[src/rtl/cache_arbiter.sv]
// cache_arbiter: shares the single line-wide adaptor port between the
// read-only I-cache and the read/write D-cache. One whole line transaction
// is granted at a time. The adaptor request lines are registered. The
// adaptor response is routed back to the owning cache with no added latency.
// A watchdog flag and a D-cache read/write conflict flag are kept sticky
// until reset.
module cache_arbiter #(
    parameter int ADDR_W         = 32,
    parameter int LINE_W         = 256,
    parameter int PRIO_MODE      = 0,     // 0: D-cache always wins, 1: round-robin
    parameter int TIMEOUT_CYCLES = 1024   // 0 disables the watchdog
) (
    input  logic              clk,
    input  logic              reset,
    // I-cache side
    input  logic              i_read,
    input  logic [ADDR_W-1:0] i_address,
    output logic [LINE_W-1:0] i_rdata,
    output logic              i_resp,
    // D-cache side
    input  logic              d_read,
    input  logic              d_write,
    input  logic [ADDR_W-1:0] d_address,
    input  logic [LINE_W-1:0] d_wdata,
    output logic [LINE_W-1:0] d_rdata,
    output logic              d_resp,
    // adaptor side
    output logic              m_read,
    output logic              m_write,
    output logic [ADDR_W-1:0] m_address,
    output logic [LINE_W-1:0] m_wdata,
    input  logic [LINE_W-1:0] m_rdata,
    input  logic              m_resp,
    // status
    output logic              busy,
    output logic              err_timeout,
    output logic              err_rw
);

    // The watchdog counter must be able to hold TIMEOUT_CYCLES itself.
    localparam int              WD_W     = (TIMEOUT_CYCLES < 1) ? 1 : $clog2(TIMEOUT_CYCLES + 1);
    localparam logic [WD_W-1:0] WD_LIMIT = WD_W'(TIMEOUT_CYCLES);

    typedef enum logic [1:0] {
        IDLE    = 2'd0,
        SERVE_I = 2'd1,
        SERVE_D = 2'd2,
        RECOVER = 2'd3
    } state_t;

    // registered state
    state_t            r_state;
    logic              r_m_read;
    logic              r_m_write;
    logic [ADDR_W-1:0] r_m_address;
    logic [LINE_W-1:0] r_m_wdata;
    logic              r_rr_favour_i;   // 0: D-cache favoured on a tie, 1: I-cache
    logic [WD_W-1:0]   r_wd_count;
    logic              r_err_timeout;
    logic              r_err_rw;

    // next-state values
    state_t            w_state_next;
    logic              w_m_read_next;
    logic              w_m_write_next;
    logic [ADDR_W-1:0] w_m_address_next;
    logic [LINE_W-1:0] w_m_wdata_next;
    logic              w_rr_favour_i_next;
    logic [WD_W-1:0]   w_wd_count_next;
    logic              w_err_timeout_next;
    logic              w_err_rw_next;

    // arbitration
    logic              w_d_req;
    logic              w_pick_d;

    assign w_d_req = d_read | d_write;

    // Tie-break policy is fixed at elaboration time.
    generate
        if (PRIO_MODE == 0) begin : g_fixed_prio
            assign w_pick_d = w_d_req;
        end else begin : g_round_robin
            assign w_pick_d = w_d_req & (~i_read | ~r_rr_favour_i);
        end
    endgenerate

    // State register and all registered outputs; reset abandons any transaction.
    always_ff @(posedge clk or posedge reset) begin
        if (reset) begin
            r_state       <= IDLE;
            r_m_read      <= 1'b0;
            r_m_write     <= 1'b0;
            r_m_address   <= '0;
            r_m_wdata     <= '0;
            r_rr_favour_i <= 1'b0;
            r_wd_count    <= '0;
            r_err_timeout <= 1'b0;
            r_err_rw      <= 1'b0;
        end else begin
            r_state       <= w_state_next;
            r_m_read      <= w_m_read_next;
            r_m_write     <= w_m_write_next;
            r_m_address   <= w_m_address_next;
            r_m_wdata     <= w_m_wdata_next;
            r_rr_favour_i <= w_rr_favour_i_next;
            r_wd_count    <= w_wd_count_next;
            r_err_timeout <= w_err_timeout_next;
            r_err_rw      <= w_err_rw_next;
        end
    end

    // Next-state logic: grant in IDLE, hold until m_resp, one recovery cycle.
    always_comb begin
        w_state_next       = r_state;
        w_m_read_next      = r_m_read;
        w_m_write_next     = r_m_write;
        w_m_address_next   = r_m_address;
        w_m_wdata_next     = r_m_wdata;
        w_rr_favour_i_next = r_rr_favour_i;
        w_wd_count_next    = r_wd_count;
        w_err_timeout_next = r_err_timeout;
        w_err_rw_next      = r_err_rw;

        case (r_state)
            IDLE: begin
                if (w_pick_d) begin
                    w_state_next     = SERVE_D;
                    w_m_address_next = d_address;
                    w_wd_count_next  = '0;
                    if (d_write) begin
                        // a simultaneous read is dropped: the writeback wins
                        w_m_write_next = 1'b1;
                        w_m_wdata_next = d_wdata;
                        if (d_read) begin
                            w_err_rw_next = 1'b1;
                        end
                    end else begin
                        w_m_read_next = 1'b1;
                    end
                end else if (i_read) begin
                    w_state_next     = SERVE_I;
                    w_m_address_next = i_address;
                    w_m_read_next    = 1'b1;
                    w_wd_count_next  = '0;
                end
            end

            SERVE_I, SERVE_D: begin
                // The flag rises on the edge that completes the
                // TIMEOUT_CYCLES-th serve cycle; the FSM keeps waiting.
                if (TIMEOUT_CYCLES != 0) begin
                    if (r_wd_count != WD_LIMIT) begin
                        w_wd_count_next = r_wd_count + 1'b1;
                        if (w_wd_count_next == WD_LIMIT) begin
                            w_err_timeout_next = 1'b1;
                        end
                    end
                end
                if (m_resp) begin
                    w_state_next       = RECOVER;
                    w_m_read_next      = 1'b0;
                    w_m_write_next     = 1'b0;
                    w_rr_favour_i_next = (r_state == SERVE_D);
                end
            end

            RECOVER: begin
                w_state_next = IDLE;
            end

            default: begin
                w_state_next = IDLE;
            end
        endcase
    end

    // Response routing is purely combinational.
    assign i_rdata     = m_rdata;
    assign d_rdata     = m_rdata;
    assign i_resp      = m_resp & (r_state == SERVE_I);
    assign d_resp      = m_resp & (r_state == SERVE_D);

    assign m_read      = r_m_read;
    assign m_write     = r_m_write;
    assign m_address   = r_m_address;
    assign m_wdata     = r_m_wdata;
    assign busy        = (r_state != IDLE);
    assign err_timeout = r_err_timeout;
    assign err_rw      = r_err_rw;

endmodule

[config.mk]
export PLATFORM = sky130hd
export DESIGN_NAME = cache_arbiter
export DESIGN_NICKNAME = d
export VERILOG_FILES = /design/src/rtl/cache_arbiter.sv
export SDC_FILE = /design/constraint.sdc
export NUM_CORES = 1
export LEC_CHECK = 0
export CAP_MARGIN = 15
export CORE_AREA = 2 2 537 539
export CTS_CLUSTER_DIAMETER = 80
export DETAILED_ROUTE_END_ITERATION = 7
export DIE_AREA = 0 0 539 541
export GPL_ROUTABILITY_DRIVEN = 0
export PLACE_DENSITY = 0.3
export SETUP_SLACK_MARGIN = 0.5
export SLEW_MARGIN = 20
export SYNTH_ARGS = -nofsm -noshare
export SYNTH_HDL_FRONTEND = slang
export SYNTH_SLANG_ARGS = --single-unit
export TNS_END_PERCENT = 10
[constraint.sdc]
create_clock -name clk -period 18.66 [get_ports clk]
set_clock_uncertainty 0.2 [all_clocks]
set_input_delay 3.732 -clock clk [delete_from_list [all_inputs] [get_ports clk]]
set_output_delay 3.732 -clock clk [all_outputs]
set_load 0.05 [all_outputs]
==> results of run 1 <==
[routing by layer]
metal | track usage, % | wire [um] | up-vias
met2 | 14.9 | 64100 | 1263
met1 | 5.43 | 28300 | 4646
met4 | 2.16 | 3050 | 8
li1 | - | - | 4185
met5 | 0.197 | 111 | -
met3 | 11.3 | 36900 | 167
[stage by stage]
stage               setup WS, ps  power, uW  instances
floorplan                   6300       3110       1333
global placement            9270       3990       5181
detailed placement          9280       3980       5181
CTS                         9280       4990       5268
global route                9250       5130       5269
finish                      9290       4860       5270
[registers in the layout, indices dropped and copies added, names as in the netlist]
| register | cells |
|---|---|
| err_rw | 1 |
| err_timeout | 1 |
| m_address | 32 |
| m_read | 1 |
| m_wdata | 256 |
| m_write | 1 |
| r_state | 2 |
| r_wd_count | 11 |
[cells by family (layout without fill, tap and decap cells)]
family | after synthesis | count (layout) | synth area share (%)
buffers and inverters | 569 | 723 | 25.6
flip-flops | 305 | 305 | 47.9
multiplexers | 289 | 289 | 20.2
AND/OR/NAND/NOR | 85 | 85 | 2.69
AO/OA/AOI/OAI | 75 | 75 | 2.95
adder cells (fa/ha/maj) | 6 | 6 | 0.471
XOR/XNOR | 4 | 4 | 0.220
other | 0 | 2 | 0
[worst paths after layout]
| path | from | to | slack, ps |
|---|---|---|---|
| setup / recovery | m_resp | i_resp | 9290 |
| hold / removal | err_timeout | err_timeout | 260 |
| setup reg to reg | r_state[1] | m_wdata[18] | 14960 |
| hold reg to reg | err_timeout | err_timeout | 260 |
| max in group asynchronous | reset | err_timeout | 12850 |
| min in group asynchronous | reset | m_wdata[54] | 3430 |
[layout make-up]
cell class | count | area share, %
repair buffers | 628 | 25.6
multi-input cells | 459 | 17.3
flip-flops and latches | 305 | 31.1
inverters | 8 | 0.153
clock buffers | 60 | 5.36
clock inverters | 27 | 1.20
well taps | 3781 | 19.3
diodes | 2 | 0.0204
[worst max-delay path, delay by kind of cell]
family / cells / cell delay, ps
buffers and inverters: 2 / 1490
and+or+nand+nor: 1 / 220
[placed cells by master, fill, tap and decap left out, types with 7 or more instances in the layout]
| cell type | synthesis | routed |
|---|---|---|
| sky130_fd_sc_hd__clkbuf_16 | 0 | 49 |
| sky130_fd_sc_hd__clkdlybuf4s50_1 | 0 | 620 |
| sky130_fd_sc_hd__clkinv_2 | 0 | 10 |
| sky130_fd_sc_hd__dfrtp_1 | 305 | 305 |
| sky130_fd_sc_hd__inv_1 | 8 | 7 |
| sky130_fd_sc_hd__mux2_2 | 256 | 256 |
| sky130_fd_sc_hd__mux2i_1 | 33 | 33 |
| sky130_fd_sc_hd__nand2_1 | 46 | 45 |
| sky130_fd_sc_hd__nor2_1 | 8 | 7 |
| sky130_fd_sc_hd__o21ai_0 | 45 | 45 |
[power by group through the flow]
stage / registers, uW / clock network, uW / logic [uW]
after floorplan: 2290 / 0 / 824
after global placement: 1220 / 0 / 2760
after detailed placement: 1230 / 0 / 2740
after CTS: 1230 / 999 / 2760
after global routing: 1270 / 1020 / 2840
final: 1220 / 942 / 2700
==> Flow_metrics.wiki, run 1 <==
{| class="wikitable"
! Metric !! Value
|-
| Crit path top cell by count || sky130_fd_sc_hd__clkdlybuf4s50_1
|-
| Fraction of synthesized cell area taken by the top area cell type || ~48%
|-
| Clock root buffer || sky130_fd_sc_hd__clkbuf_16
|-
| Post-synth top flop || sky130_fd_sc_hd__dfrtp_1
|-
| Post-Syn Nets || slightly below 2,000
|-
| Yosys warning total || 0
|-
| Area of the core || 0.286 mm2
|-
| Clk pwr share || between 10% and 20%
|-
| WL per Instance || about 25 um
|-
| Critical Path RT || roughly 15,000 ps
|-
| Count of nets left with antenna violations after detail routing || 0
|-
| Combined global-route utilization of all metal layers || 8.77%
|-
| Clock sink count || roughly 310
|-
| Leading cell types by count after synthesis || 512 x sky130_fd_sc_hd__buf_4, 305 x sky130_fd_sc_hd__dfrtp_1, 256 x sky130_fd_sc_hd__mux2_2
|-
| Worst setup EP type || primary output
|-
| HPWL reported at the end of detailed placement || about 120 mm
|-
| Gate count of the mapped netlist || between 1,000 and 1,500
|-
| Proportion of power drawn by combinational gates || 55.6%
|-
| Number of antenna violations at the first check in global routing || 28
|-
| Final cycle utilization of the critical path || around half
|-
| Vias || 10,269
|-
| Dominant cell by count in the synthesized netlist || sky130_fd_sc_hd__buf_4
|-
| Maximum number of pins on one net before global-route repair || ~120
|-
| Fraction of registers with async set or reset after synthesis || between 90% and 100%
|-
| CP max FO || 8
|-
| Net switching component of the power || 2400 uW
|-
| Number of detailed-routing iterations run before antenna repair || 4
|-
| Final-layout worst hold slack || approximately 260 ps
|-
| Number of cells traversed by the worst hold path || 2
|-
| Clock input transition at the sequential cells of the worst setup and hold paths || ~50 ps
|-
| Placed cell areas || around 0.023 mm2
|-
| Number of placement rows || between 150 and 200
|-
| R2R depth || 6
|-
| Cell with the largest stage delay on the worst path || sky130_fd_sc_hd__clkdlybuf4s50_1
|-
| Net switching fraction of the power || approximately half
|-
| Area contributors post-synth || sky130_fd_sc_hd__dfrtp_1 48%, sky130_fd_sc_hd__buf_4 24%, sky130_fd_sc_hd__mux2_2 18%, sky130_fd_sc_hd__mux2i_1 2.1%, sky130_fd_sc_hd__o21ai_0 1.4%
|-
| Postcts setup bufs || 0
|-
| Pwr dens || 198 mW/mm2
|-
| Area of combinational cells with multiple inputs || approximately 0.0043 mm2
|-
| Number of unique standard cell types used by synthesis || 52
|-
| Count of hold-fix buffers inserted at cts || 0
|-
| Grt total ovfl || 0
|-
| H-tree levels || 2
|-
| Register bit count reported by yosys || between 300 and 400
|-
| Unrepaired setup endpoints after global routing || false
|-
| Number of maximum-capacitance violations || 0
|-
| Sequential-to-total area share from yosys stat || 47.9%
|-
| Post-synth EDFFs || 0
|-
| Die Height || 541 um
|-
| Worst hold-check path type || reg -> reg
|-
| Resize count post-CTS || 0
|-
| Area Growth Syn to Fin || 54.2%
|-
| Utilization of the core after routing || approximately 8.6%
|-
| Library cell with the largest summed area after synthesis || sky130_fd_sc_hd__dfrtp_1
|-
| Routed wire length || between 100 and 150 mm
|-
| Final critical path time including I/O delays and setup || about 9400 ps
|-
| Cell breakdown of the critical path || clkdlybuf4s50_1, and2_1, clkdlybuf4s50_1
|-
| Sequential cell area in the final layout || between 0.007 and 0.008 mm2
|-
| Post-synthesis instance area || approximately 0.016 mm2
|-
| Maximum single-stage delay on the critical path || approximately 810 ps
|-
| Final hold violation count || 0
|-
| Initial standard-cell utilization of the core || approximately 5.6%
|-
| Number of input and output port buffers inserted || a little over 600
|-
| Number of global-route vias before repair || 11,274
|-
| Fin. max-slew vios || 0
|-
| Total internal power || roughly 2500 uW
|-
| Design Area, Final || about 0.025 mm2
|-
| Maximum buffer depth of the clock tree || 3
|-
| Total DRC errors in the routed layout || 0
|-
| First-pass GRT wire length || around 160 mm
|-
| Layout cells sized above 1 || 24.0%
|-
| Fill cell total of the finished layout || 33,182
|-
| Clk_lat worst skew || roughly 630 ps
|-
| Max VDD drop || between 70 and 80 uV
|-
| Cell leakage power || ~0.0085 uW
|-
| Detailed-route vias per instance || 1.95
|-
| Category of the critical setup timing path || in -> out
|-
| TritonCTS clock tree || yes
|-
| Sort of element at the start of the critical path || input pin
|-
| # IOs || between 1,000 and 1,500
|-
| Die W || between 500 and 600 um
|-
| Worst Tran Pin Value || ~930 ps
|-
| Number of DRC markers in iteration 0 || 362
|-
| Fraction of power consumed by sequential logic || around 25%
|-
| Average cell area after synthesis || between 10 and 15 um2
|-
| Clock buffer count from CTS || approximately 50
|-
| Maximum clock rate || roughly 0.11 GHz
|-
| Worst slew slack as a fraction of its limit || between 30% and 40%
|-
| Aggregate negative setup slack || 0 ps
|-
| NumNets Final || 2,039
|-
| Arrival time of the worst setup path || ~5400 ps
|-
| Final setup violation count || 0
|-
| DIE AREA || 0.292 mm2
|-
| Status || finished clean
|}
Power figures use the tool's default switching activity.
==> run 2: changes to the inputs <==
CORE_AREA = 2 2 545 547   (was 2 2 537 539)
DIE_AREA = 0 0 547 549   (was 0 0 539 541)
clock period = 9.1 ns   (was 18.66 ns; I/O delays follow)
==> run 2 against run 1 <==
  * First-iteration DRC count is 5.5% lower
  * Cell count increased by 3.2%
  * Non-clock buffer count grew 1
  * Sequential power is 100% higher
  * Combinational power grew 120%
  * Worst hold slack improved by 13 ps
  * Critical path type unchanged
  * Critical endpoint is now d_resp
  * Highest routed layer is now met4
==> Flow_metrics.wiki, run 2 (synthesis results as in run 1) <==
{| class="wikitable"
! Metric !! Value
|-
| Max VDD drop || 208 uV (+160%)
|-
| Pwr dens || 419 mW/mm2 (+110%)
|-
| Worst hold-check path type || reg -> reg
|-
| Number of maximum-capacitance violations || 0 (unchanged)
|-
| Aggregate negative setup slack || 0 ps (unchanged)
|-
| Sort of element at the start of the critical path || input pin
|-
| Highest-count cells in the layout ignoring fill and taps || 619 x sky130_fd_sc_hd__clkdlybuf4s50_1, 305 x sky130_fd_sc_hd__dfrtp_1, 256 x sky130_fd_sc_hd__mux2_2, 52 x sky130_fd_sc_hd__clkbuf_16
|-
| Layout cells sized above 1 || 24.6% (+0.64 points)
|-
| Worst setup EP type || primary output
|-
| HPWL reported at the end of detailed placement || 131 mm (+13%)
|-
| Worst slew slack as a fraction of its limit || 20.7% (-17 points)
|-
| Combined global-route utilization of all metal layers || 9.55% (+0.77 points)
|-
| TritonCTS clock tree || yes
|-
| Total DRC errors in the routed layout || 0 (unchanged)
|-
| Clock root buffer || sky130_fd_sc_hd__clkbuf_16
|-
| Fin. max-slew vios || 0 (unchanged)
|-
| Number of antenna violations at the first check in global routing || 32 (+14%)
|-
| NumNets Final || 2,043 (+0.20%)
|-
| Number of DRC markers in iteration 0 || 342 (-5.5%)
|-
| Die W || 547 um (+1.5%)
|-
| Number of input and output port buffers inserted || 620 (unchanged)
|-
| First-pass GRT wire length || 176 mm (+9.8%)
|-
| Count of hold-fix buffers inserted at cts || 0 (unchanged)
|-
| Cell leakage power || 0.00862 uW (+1.2%)
|-
| Maximum buffer depth of the clock tree || 3 (unchanged)
|-
| Initial standard-cell utilization of the core || 5.40% (-0.16 points)
|-
| Die Height || 549 um (+1.5%)
|-
| Postcts setup bufs || 0 (unchanged)
|-
| Number of global-route vias before repair || 11,466 (+1.7%)
|-
| Clk_lat worst skew || 640 ps (about the same)
|-
| Grt total ovfl || 0 (unchanged)
|-
| Crit path top cell by count || sky130_fd_sc_hd__clkdlybuf4s50_1
|-
| Status || finished clean
|-
| Category of the critical setup timing path || in -> out
|-
| Max FFs per register || 256 (unchanged)
|-
| Area of the core || 0.295 mm2 (+3.0%)
|-
| CP max FO || 8 (unchanged)
|-
| Utilization of the core after routing || 8.46% (-0.11 points)
|-
| Maximum clock rate || 0.183 GHz
|-
| Clock sink count || 305 (unchanged)
|-
| Routed wire length || 149 mm (+12%)
|-
| Number of placement rows || 200 (+1.5%)
|-
| WL per Instance || 27.3 um (+8.6%)
|-
| Cell with the largest stage delay on the worst path || sky130_fd_sc_hd__clkdlybuf4s50_1
|-
| Vias || 10,584 (+3.1%)
|-
| Cell breakdown of the critical path || clkdlybuf4s50_1, and2_1, clkdlybuf4s50_1
|-
| Final hold violation count || 0 (unchanged)
|-
| Number of detailed-routing iterations run before antenna repair || 4 (unchanged)
|-
| DIE AREA || 0.300 mm2 (+3.0%)
|-
| Worst Tran Pin Value || 1190 ps (+255 ps)
|-
| Final cycle utilization of the critical path || 60.2%
|-
| Final setup violation count || 0 (unchanged)
|-
| Resize count post-CTS || 0 (unchanged)
|-
| Detailed-route vias per instance || 1.95 (-0.17%)
|-
| Count of nets left with antenna violations after detail routing || 0 (unchanged)
|-
| Fill cell total of the finished layout || 34,111 (+2.8%)
|-
| Clock input transition at the sequential cells of the worst setup and hold paths || 50 ps (about the same)
|-
| H-tree levels || 2 (unchanged)
|-
| Largest delay share family, worst path || buffers and inverters
|-
| Area Growth Syn to Fin || 56.8%
|-
| Most common cell after layout, fill and taps aside || sky130_fd_sc_hd__clkdlybuf4s50_1
|-
| Final critical path time including I/O delays and setup || approximately 5500 ps
|-
| Crit path buffers/inverters || 2 (unchanged)
|-
| Maximum single-stage delay on the critical path || 810 ps (about the same)
|-
| Maximum number of pins on one net before global-route repair || 131 (+6.5%)
|-
| Unrepaired setup endpoints after global routing || false
|-
| Arrival time of the worst setup path || 3460 ps (-1980 ps)
|-
| # IOs || 1,389 (unchanged)
|-
| Clock buffer count from CTS || 52 (+6.1%)
|-
| Critical Path RT || 7080 ps (-7650 ps)
|}
-- run 2: per-stage QoR --
step                      hold slack [ps]  power, uW  cell area [um2]  cells  setup WS, ps
after floorplan                       316       6380            15900   1333          3020
after global placement                266       8490            23200   5340          3570
after detailed placement              268       8470            23200   5340          3610
after CTS                             281      10800            25000   5436          3610
after global routing                  298      11100            25000   5437          3570
final                                 274      10500            25000   5441          3620
-- run 2: power breakdown --
part,leakage (uW),switching (uW),internal [uW]
Clock,0.000894,845,1290
Combinational,0.00409,3940,1890
Sequential,0.00364,447,2040
Total,0.00862,5240,5220
-- run 2: worst paths after layout --
path | slack (ps) | startpoint | end | depth (start not counted)
max | 3620 | m_resp | d_resp | 3
min | 270 | m_address[30] | m_address[30] | 2
max reg2reg | 6150 | r_state[0] | m_wdata[248] | 5
min reg2reg | 270 | m_address[30] | m_address[30] | 2
max in group asynchronous | 5390 | reset | m_wdata[223] | 4
min in group asynchronous | 1370 | reset | m_wdata[30] | 2
-- run 2: routing by layer --
| metal | GRT usage (%) | wire length [um] | up-vias |
|---|---|---|---|
| met5 | 0 | 0 | - |
| met4 | 3.13 | 5230 | 0 |
| met3 | 12.0 | 40500 | 243 |
| met2 | 16.1 | 70700 | 1250 |
| met1 | 5.94 | 32100 | 4881 |
| li1 | - | - | 4210 |
-- run 2: area by class of cell --
type / count / area [um2] / share of cell area [%]
Clock buffer: 65 / 1430 / 5.73
Clock inverter: 31 / 379 / 1.52
Antenna cell: 5 / 12.5 / 0.0501
Timing Repair Buffer: 629 / 6310 / 25.3
Sequential cell: 305 / 7630 / 30.6
Tap cell: 3939 / 4930 / 19.7
Multi-Input combinational cell: 459 / 4250 / 17.0
Inverter: 8 / 33.8 / 0.135
-- run 2: worst register-to-register path: cells and delay by family (launching register included) --
kind,cells,cell delay (ps)
flip-flops,1,390
multiplexers,1,710
buffers and inverters,2,660
AND/OR/NAND/NOR,1,500
adder cells (fa/ha/maj),1,360
